## config.mk

```make
export PLATFORM = sky130hd
export DESIGN_NAME = mant_seq_divider
export DESIGN_NICKNAME = d
export VERILOG_FILES = /design/src/rtl/mant_seq_divider.sv
export SDC_FILE = /design/constraint.sdc
export NUM_CORES = 1
export LEC_CHECK = 0
export CORE_UTILIZATION = 50
export CTS_CLUSTER_DIAMETER = 80
export DETAILED_ROUTE_END_ITERATION = 16
export PLACE_DENSITY = 0.75
export SETUP_SLACK_MARGIN = 0.2
export SLEW_MARGIN = 0
export SYNTH_ARGS = -nofsm -noshare
export SYNTH_HDL_FRONTEND = slang
export SYNTH_SLANG_ARGS = --single-unit
```

## constraint.sdc

```tcl
create_clock -name clk -period 5.1 [get_ports clk]
set_input_delay 0.765 -clock clk [delete_from_list [all_inputs] [get_ports clk]]
set_output_delay 0.765 -clock clk [all_outputs]
set_load 0.02 [all_outputs]
```

## src/rtl/mant_seq_divider.sv

```systemverilog
// Radix-2 restoring divider for unsigned N-bit mantissas: Q = A / B, R = A % B.
// One quotient bit per cycle from a single (N+1)-bit subtractor, valid/ready on both sides.
module mant_seq_divider #(
    parameter int N = 24
) (
    input  logic         clk,
    input  logic         rst,
    input  logic         in_valid,
    output logic         in_ready,
    input  logic [N-1:0] A,
    input  logic [N-1:0] B,
    output logic         out_valid,
    input  logic         out_ready,
    output logic [N-1:0] Q,
    output logic [N-1:0] R,
    output logic         div_by_zero
);

    localparam int CW = (N > 1) ? $clog2(N) : 1;

    typedef enum logic [1:0] {IDLE, CALC, DONE} state_e;

    state_e        state_q, state_d;
    logic [N-1:0]  rem_q, rem_d;
    logic [N-1:0]  quo_q, quo_d;
    logic [N-1:0]  dvs_q;
    logic [CW-1:0] cnt_q;
    logic [N-1:0]  q_q, r_q;
    logic          dbz_q;
    logic [N:0]    t;
    logic          last;

    // rem < dvs always holds, so the (N+1)-bit difference lies in (-2^N, 2^N) and its MSB is the sign.
    assign t    = {rem_q, quo_q[N-1]} - {1'b0, dvs_q};
    assign last = (cnt_q == CW'(N - 1));

    always_comb begin
        if (t[N]) begin
            rem_d = {rem_q[N-2:0], quo_q[N-1]};
            quo_d = {quo_q[N-2:0], 1'b0};
        end else begin
            rem_d = t[N-1:0];
            quo_d = {quo_q[N-2:0], 1'b1};
        end
    end

    always_ff @(posedge clk or posedge rst) begin
        if (rst) state_q <= IDLE;
        else     state_q <= state_d;
    end

    always_comb begin
        state_d = state_q;
        case (state_q)
            IDLE:    if (in_valid) state_d = (B == '0) ? DONE : CALC;
            CALC:    if (last) state_d = DONE;
            DONE:    if (out_ready) state_d = IDLE;
            default: state_d = IDLE;
        endcase
    end

    always_comb begin
        in_ready  = (state_q == IDLE) && !rst;
        out_valid = (state_q == DONE);
    end

    // Result registers are separate from the working registers so outputs hold through CALC.
    always_ff @(posedge clk or posedge rst) begin
        if (rst) begin
            rem_q <= '0;
            quo_q <= '0;
            dvs_q <= '0;
            cnt_q <= '0;
            q_q   <= '0;
            r_q   <= '0;
            dbz_q <= 1'b0;
        end else begin
            case (state_q)
                IDLE: begin
                    if (in_valid) begin
                        if (B == '0) begin
                            q_q   <= '1;
                            r_q   <= A;
                            dbz_q <= 1'b1;
                        end else begin
                            rem_q <= '0;
                            quo_q <= A;
                            dvs_q <= B;
                            cnt_q <= '0;
                        end
                    end
                end
                CALC: begin
                    rem_q <= rem_d;
                    quo_q <= quo_d;
                    cnt_q <= cnt_q + 1'b1;
                    if (last) begin
                        q_q   <= quo_d;
                        r_q   <= rem_d;
                        dbz_q <= 1'b0;
                    end
                end
                default: ;
            endcase
        end
    end

    assign Q           = q_q;
    assign R           = r_q;
    assign div_by_zero = dbz_q;

endmodule

```

== Yosys cells after proc, flatten, opt, wreduce, memory -nomap -nowiden ==
Cells that the tools add are included.
Word-level totals
  register bits: 128
  bits of input ports: 52
  output and inout bits: 51
  word-level logic and storage cells: 56
Cells by class
  add/subtract/negate cells: 2
  equality and inequality tests: 8
  multiplexer cells: 28
  bitwise logic cells: 1
  reductions and logical operators: 9
Operators by type and width (count)
  two-way mux 24 bit: 11
  one-hot mux 24 bit (2 select lines): 4
  subtractor 25 x 24 -> 25 bit: 1
  zero test 24 bit: 1
  two-way mux 5 bit: 2
  one-hot mux 5 bit (2 select lines): 1
  AND reduction 3 bit: 3
  two-way mux 2 bit: 4
  != test 2 bit, second input constant: 3
  one-hot mux 2 bit (3 select lines): 1
  adder 5 x 1 -> 5 bit, second input constant: 1
  == test 5 bit, second input constant: 1
  two-way mux 1 bit: 4
  != test 2 x 1 -> 1 bit, second input constant: 2
  AND reduction 4 bit: 1
  == test 2 x 1 -> 1 bit, second input constant: 1
  == test 2 bit, second input constant: 1
  zero test 2 bit: 1
  one-hot mux 1 bit (2 select lines): 1
  nonzero test 2 bit: 1
  logical AND 1 bit: 1
  zero test 1 bit: 1
  inverter 1 bit: 1

== Longest topological paths before layout ==
Gate-level depths: netlist of run 1.
  depth in word-level cells: 4
  mapped depth: 14
  gate-level depth less buffers: 13

== Least setup slack after synthesis of run 1 ==
OpenSTA, ideal clock, no wires.
  kind: reg-to-reg
  start point: reg quo_q[23]
  end point: reg rem_q[11]
  library setup time: 127 ps
  data arrival time: 2779 ps
  required time: 4973 ps
  path slack: 2193 ps
  stages on the path, launching flop included: 15
  buffers on the path: 1
  clock period less this slack: 2907 ps
  cells stage by stage: dfrtp_1 > inv_1 > ha_1 > inv_1 > fa_1 > a211oi_1 > o21a_1 > a2111oi_4 > o21ai_2 > nand2_4 > xnor2_4 > nor2_8 > buf_4 > a222oi_1 > inv_1
On the way
  word-level cells in the longest chain between the ends: 3
RTL lines
  start, declared: line 25  | logic [N-1:0] quo_q, quo_d;
  start signal, assigned: line 95  | quo_q <= quo_d;
  subtractor 25 x 24 -> 25 bit: line 34  | assign t = {rem_q, quo_q[N-1]} - {1'b0, dvs_q};
  two-way mux 24 bit: line 38  | if (t[N]) begin
  one-hot mux 24 bit (2 select lines): line 78  | case (state_q)
  end signal, assigned: line 94  | rem_q <= rem_d;
  end, declared: line 24  | logic [N-1:0] rem_q, rem_d;
Every way passes these cells.
A chain may end at the register's enable or synchronous reset.

== Final worst setup path of run 1 ==
  start point: reg quo_q[23]
  end point: reg r_q[13] (netlist: R[13])
On the way
  word-level cells in the longest chain between the ends: 4
RTL lines
  subtractor 25 x 24 -> 25 bit: line 34
  two-way mux 24 bit: line 38
  two-way mux 24 bit: line 97  | if (last) begin
  one-hot mux 24 bit (2 select lines): line 78
  end signal, assigned: line 99  | r_q <= rem_d;
  end, declared: line 28  | logic [N-1:0] q_q, r_q;
Every way passes these cells. The select of a mux whose other input is x is not followed.

==> results of run 1 <==
==> per-layer routing <==
| layer | share of wire (%) | wire [um] | GRT usage [%] | vias up |
|---|---|---|---|---|
| met5 | 0 | 0 | 0 | - |
| met4 | 1.2 | 200 | 7.04 | 0 |
| met3 | 4.9 | 853 | 5.69 | 22 |
| met2 | 48 | 8210 | 41.9 | 189 |
| met1 | 46 | 7990 | 35.4 | 2821 |
| li1 | - | - | - | 2776 |
==> cells in the final DEF (no fill, tap or decap), types with 5 or more instances in the layout <==
master,n
a21o_1,6
a21oi_1,29
a222oi_1,5
a22oi_1,16
a31oi_1,40
buf_4,7
clkbuf_16,17
clkdlybuf4s50_1,102
clkinv_4,5
dfrtp_1,128
ha_1,25
inv_1,36
mux2_2,25
nand2_1,150
nand3_1,16
nand4_1,6
nor2_1,61
nor4_1,6
o211ai_1,7
o21a_1,8
o21ai_0,38
xnor2_1,12
xor2_1,8
==> layout make-up <==
type | count | area (um2)
well taps | 176 | 220
clock buffers | 17 | 425
fillers | 1103 | 4670
multi-input cells | 528 | 3290
inverters | 39 | 149
flip-flops and latches | 128 | 3200
clock inverters | 15 | 208
repair buffers | 109 | 1070
==> flip-flops by register name, summed over array words and instances (netlist names) <==
register,count
Q,24
R,24
cnt_q,5
div_by_zero,1
dvs_q,24
quo_q,24
rem_q,24
state_q,2
==> worst paths after layout <==
kind                        endpoint  slack (ns)  cells past startpoint
hold reg to reg                 Q[4]        0.46                      2
min in group asynchronous      Q[10]        0.80                      2
setup reg to reg               R[13]        1.62                     13
max in group asynchronous  rem_q[22]        3.28                      3
setup / recovery               R[13]        1.62                     13
hold / removal                  Q[4]        0.46                      2
==> per-stage QoR <==
step           hold WS [ns]  util, %  std cells
2_1_floorplan         0.467        -        731
3_3_place_gp          0.450     59.9        980
3_5_place_dp          0.456     59.9        980
4_1_cts               0.469     64.7       1012
5_1_grt               0.486     64.7       1012
6_report              0.462     64.7       1012
==> worst min-delay path, stage by stage (launching register included) <==
cell     delay, ns
dfrtp_1       0.34
nand2_1       0.05
nand2_1       0.05
==> cells by family after synthesis <==
family / Yosys count / share of synthesized area, %
compound gates: 188 / 19.0
xor+xnor: 22 / 3.23
fa+ha+maj: 26 / 4.91
buf+inv: 75 / 4.45
flops: 128 / 47.2
mux: 27 / 4.45
simple gates: 265 / 16.7
==> power breakdown <==
| part | switching (mW) | total (mW) | internal [mW] |
|---|---|---|---|
| Sequential | 0.345 | 1.85 | 1.51 |
| Clock | 0.471 | 1.29 | 0.823 |
| Combinational | 1.98 | 3.38 | 1.40 |
==> impl_metrics.csv, run 1 <==
group,metric,value,unit
layout,n_antenna_cell,0,
route,firstDrtPassIters,5,
timing,min_period,3.48,ns
timing,setup_ws,1.62,ns
synth,synth-seq-area-share,47.2,%
layout,final_area,8570,um2
place,place_ws,1.22,ns
status,status,"complete, no violations",
critical_path,critPathMostFrequentCell,"inv_1",
layout,nets,901,
cts,ctsLongestPathBuffers,2,
route,first_iter_violations,387,
global_routing,grt_max_degree,54,
synth,syn_area,6780,um2
critical_path,crit_type,"reg -> reg",
die,io_pins,103,
timing,setup_violations,0,
synth,postSynthAreaPerCell,9.28,um2
place,gp_congestion,0.878,
cts,ctsHoldBuffers,0,
synth,synth_cells,731,
critical_path,cpPeakStageDelay,0.45,ns
cts,tritoncts,"yes",
layout,drive_gt1_share,10.0,%
timing,fin_worst_skew,0.00755,ns
timing,rsz0062_at_grt,"false",
route,vias,5808,
cts,cts_root_buffer,"clkbuf_16",
synth,yosys.area.top_type,"dfrtp_1",
critical_path,required,5.44,ns
power_and_ir_drop,max-vdd-ir-drop,284,uV
layout,syn2layout_area_growth,26.4,%
synth,synthFlopType,"dfrtp_1",
global_routing,grt.total_usage,26.0,%
cts,clkSinkCount,128,
route,viasPerCell,5.74,
critical_path,crit_buf_inv,2,
synth,synth_enable_flop_cells,0,
synth,ys_ff_latch,128,
route,ant_nets,0,
cts,cts_resized,0,
critical_path,path_delay_family,"compound AO/OA/AOI/OAI gates",
place,dpl_cell_area,7940,um2
power_and_ir_drop,p_per_area,761,nW/um2
die,die_h,118,um
power_and_ir_drop,p_total,6.52,mW
synth,post-synth-top-count-cell,"nand2_1",
run,cap_violations,0,
critical_path,critPathLaunchType,"flop",
synth,synthArstFlopShare,100,%
critical_path,worstReg2RegStart,"quo_q[23]",
synth,synth_cell_types,64,
cts,clkTransAtPathRegs,0.06,ns
die,start_util,51.2,%
timing,relSlewSlack,17.3,%
cts,clk_latency,0.42,ns
die,num_rows,42,
route,wl_per_cell,17.0,um
critical_path,end_kind,"flop",
die,die-area,14000,um2
global_routing,grt_antenna_before_repair,0,
timing,max_freq,288,MHz
die,die_w,118,um
cts,cts_buffers,17,
synth,yosys-top-cells-area,"dfrtp_1, nand2_1, ha_1, mux2_2, a31oi_1",
power_and_ir_drop,p_leak,3.91,nW
hold_path,min_from,"Q[4]",
timing,hold_viol_final,0,
timing,tightest_slew,1.24,ns
global_routing,grt_first_pass_wirelength,28.5,mm
synth,synth_common_cells,"nand2_1, dfrtp_1, nor2_1, a31oi_1, o21ai_0",
global_routing,grt.overflow.total,0,
timing,fin_crit_sh,68.2,%
hold_path,hold_path_class,"reg -> reg",
place,hpwl,12.7,mm
die,core,13200,um2
critical_path,cp_max_fo,22,
timing,fin_tns_setup,0,ns
synth,ys.warnings.count,0,
timing,drv_slew,0,
place,io_buffers,102,
critical_path,cp_slowest_cell,"nor2_4",
critical_path,crit_start,"quo_q[23]",
synth,netlist.area_leader.share,47.2,%
critical_path,worstPathCellList,"inv_1, ha_1, inv_1, fa_1, a211oi_1, o21a_1, a2111oi_4, o21ai_2, nand2_4, xnor2_2, nor2_4, a22oi_1, a31oi_1",
route,drc_errors,0,
critical_path,cp.arrival,3.81,ns
synth,synth_nets,809,
cts,htree_levels,4,
global_routing,grt_pass1_vias,5598,
route,drt_wl_total,17.3,mm
cts,cts_setup_buffers,0,
No activity file was read; power rests on OpenSTA's default activity.
==> run 2, diff against run 1 <==
==> constraint.sdc (replaced) <==
create_clock -name clk -period 3.5 [get_ports clk]
set_input_delay 0.525 -clock clk [delete_from_list [all_inputs] [get_ports clk]]
set_output_delay 0.525 -clock clk [all_outputs]
set_load 0.02 [all_outputs]
==> run 2 against run 1 <==
  * Sequential cell count unchanged
  * Core utilization up 1.8 points
  * Critical path type unchanged
  * Critical path depth up 1
==> impl_metrics.csv, run 2 (synthesis results as in run 1) <==
group,metric,value,unit
status,status,"complete, no violations",
critical_path,critPathMostFrequentCell,"inv_1",
cts,clk_latency,0.42,ns
timing,fin_crit_sh,89.3,%
cts,cts_buffers,17,
layout,drive_gt1_share,12.0,%
critical_path,end_kind,"flop",
cts,htree_levels,4,
cts,tritoncts,"yes",
timing,min_period,3.12,ns
global_routing,grt_first_pass_wirelength,29.5,mm
timing,setup_ws,0.376,ns
die,die-area,14000,um2
critical_path,cp.arrival,3.49,ns
place,gp_congestion,0.906,
route,first_iter_violations,659,
timing,drv_slew,0,
die,io_pins,103,
global_routing,grt.overflow.total,0,
timing,fin_tns_setup,0,ns
timing,tightest_slew,0.883,ns
place,place_ws,0.00314,ns
route,ant_nets,0,
critical_path,cp_slowest_cell,"fa_1",
timing,setup_violations,0,
critical_path,critPathLaunchType,"flop",
route,viasPerCell,5.83,
layout,n_antenna_cell,0,
timing,fin_worst_skew,0.00522,ns
timing,rsz0062_at_grt,"false",
critical_path,crit_type,"reg -> reg",
global_routing,grt_pass1_vias,5814,
power_and_ir_drop,p_per_area,1130,nW/um2
critical_path,reg2regPathDepth,14,
critical_path,worstPathCellList,"inv_1, ha_1, inv_1, fa_1, a211oi_2, o21a_2, a2111oi_4, o21ai_2, nand2_4, xnor2_4, buf_12, nand2_1, nor3b_2, o22a_1",
cts,clkTransAtPathRegs,0.06,ns
layout,layout_common_cells,"nand2_1, dfrtp_1, clkdlybuf4s50_1, nor2_1, a31oi_1",
global_routing,grt_antenna_before_repair,0,
run,cap_violations,0,
layout,mostFrequentLayoutCell,"nand2_1",
cts,cts_root_buffer,"clkbuf_16",
die,die_w,118,um
global_routing,grt_max_degree,129,
hold_path,hold_depth,2,
die,num_rows,42,
place,hpwl,12.8,mm
layout,syn2layout_area_growth,30.0,%
critical_path,cpPeakStageDelay,0.43,ns
die,die_h,118,um
timing,hold_viol_final,0,
global_routing,grt.total_usage,26.7,%
timing,max_freq,320,MHz
cts,ctsHoldBuffers,0,
critical_path,cp_max_fo,7,
layout,fillCellCount,1056,
critical_path,required,3.86,ns
route,drc_errors,0,
route,wl_per_cell,17.7,um
route,drt_wl_total,18.2,mm
route,vias,5979,
die,core,13200,um2
die,start_util,51.2,%
timing,relSlewSlack,41.0,%
power_and_ir_drop,max-vdd-ir-drop,484,uV
hold_path,hold_path_class,"reg -> reg",
cts,ctsLongestPathBuffers,2,
layout,nets,915,
route,firstDrtPassIters,6,
cts,clkSinkCount,128,
power_and_ir_drop,p_leak,4.00,nW
place,io_buffers,102,
run 2: power by group:
part	switching (mW)	leakage, nW	internal, mW
Combinational	3.05	2.15	2.19
Sequential	0.531	1.53	2.20
Clock	0.666	0.320	1.36
run 2: metal layers:
layer  vias to the layer above  track usage [%]  share of wire, %
li1                       2798                -                 -
met1                      2892             36.4                44
met2                       265             42.4                47
met3                        24             5.94               7.5
met4                         0             9.02               1.4
met5                         -                0                 0
run 2: worst paths after layout:
check                            end       from  slack, ns
min reg2reg                    Q[16]      Q[16]       0.47
min in group asynchronous      Q[23]        rst       0.70
min                            Q[16]      Q[16]       0.47
max                            R[21]  quo_q[23]       0.38
max reg2reg                    R[21]  quo_q[23]       0.38
max in group asynchronous  dvs_q[22]        rst       2.34
run 2: area by class of cell:
class | instances | area, um2 | area share, %
sequential | 128 | 3200 | 36.3
tap | 176 | 220 | 2.50
clock buffer | 19 | 443 | 5.03
timing repair buffer | 120 | 1210 | 13.7
clock inverter | 13 | 234 | 2.65
multi-input combinational | 531 | 3360 | 38.1
inverter | 39 | 150 | 1.70
run 2: critical path: cells and delay by family (launching register included):
kind	cells	cell delay [ns]
AOI/OAI and AO/OA	5	0.93
xor gates and xnor gates	1	0.21
adders and majority gates	2	0.62
buffers and inverters	3	0.32
DFF	1	0.37
and+or+nand+nor	3	0.61
run 2: repair_timing:
action	4_1_cts	5_1_grt
setup endpoints to repair	4	40
hold endpoints to repair	0	0
cloned	1	2
resized for setup	1	6
pin swaps	1	8
buffers inserted	0	3
run 2: per-stage QoR:
stage / hold slack (ns) / cells / util, % / instance area [um2] / power [mW]
after global routing: 0.496 / 1026 / 66.6 / 8810 / 10.6
final: 0.467 / 1026 / 66.6 / 8810 / 9.99
after CTS: 0.472 / 1021 / 65.9 / 8720 / 9.81
after floorplan: 0.467 / 731 / - / 6780 / 6.08
after global placement: 0.449 / 988 / 60.7 / 8040 / 7.55
after detailed placement: 0.458 / 988 / 60.7 / 8040 / 7.73
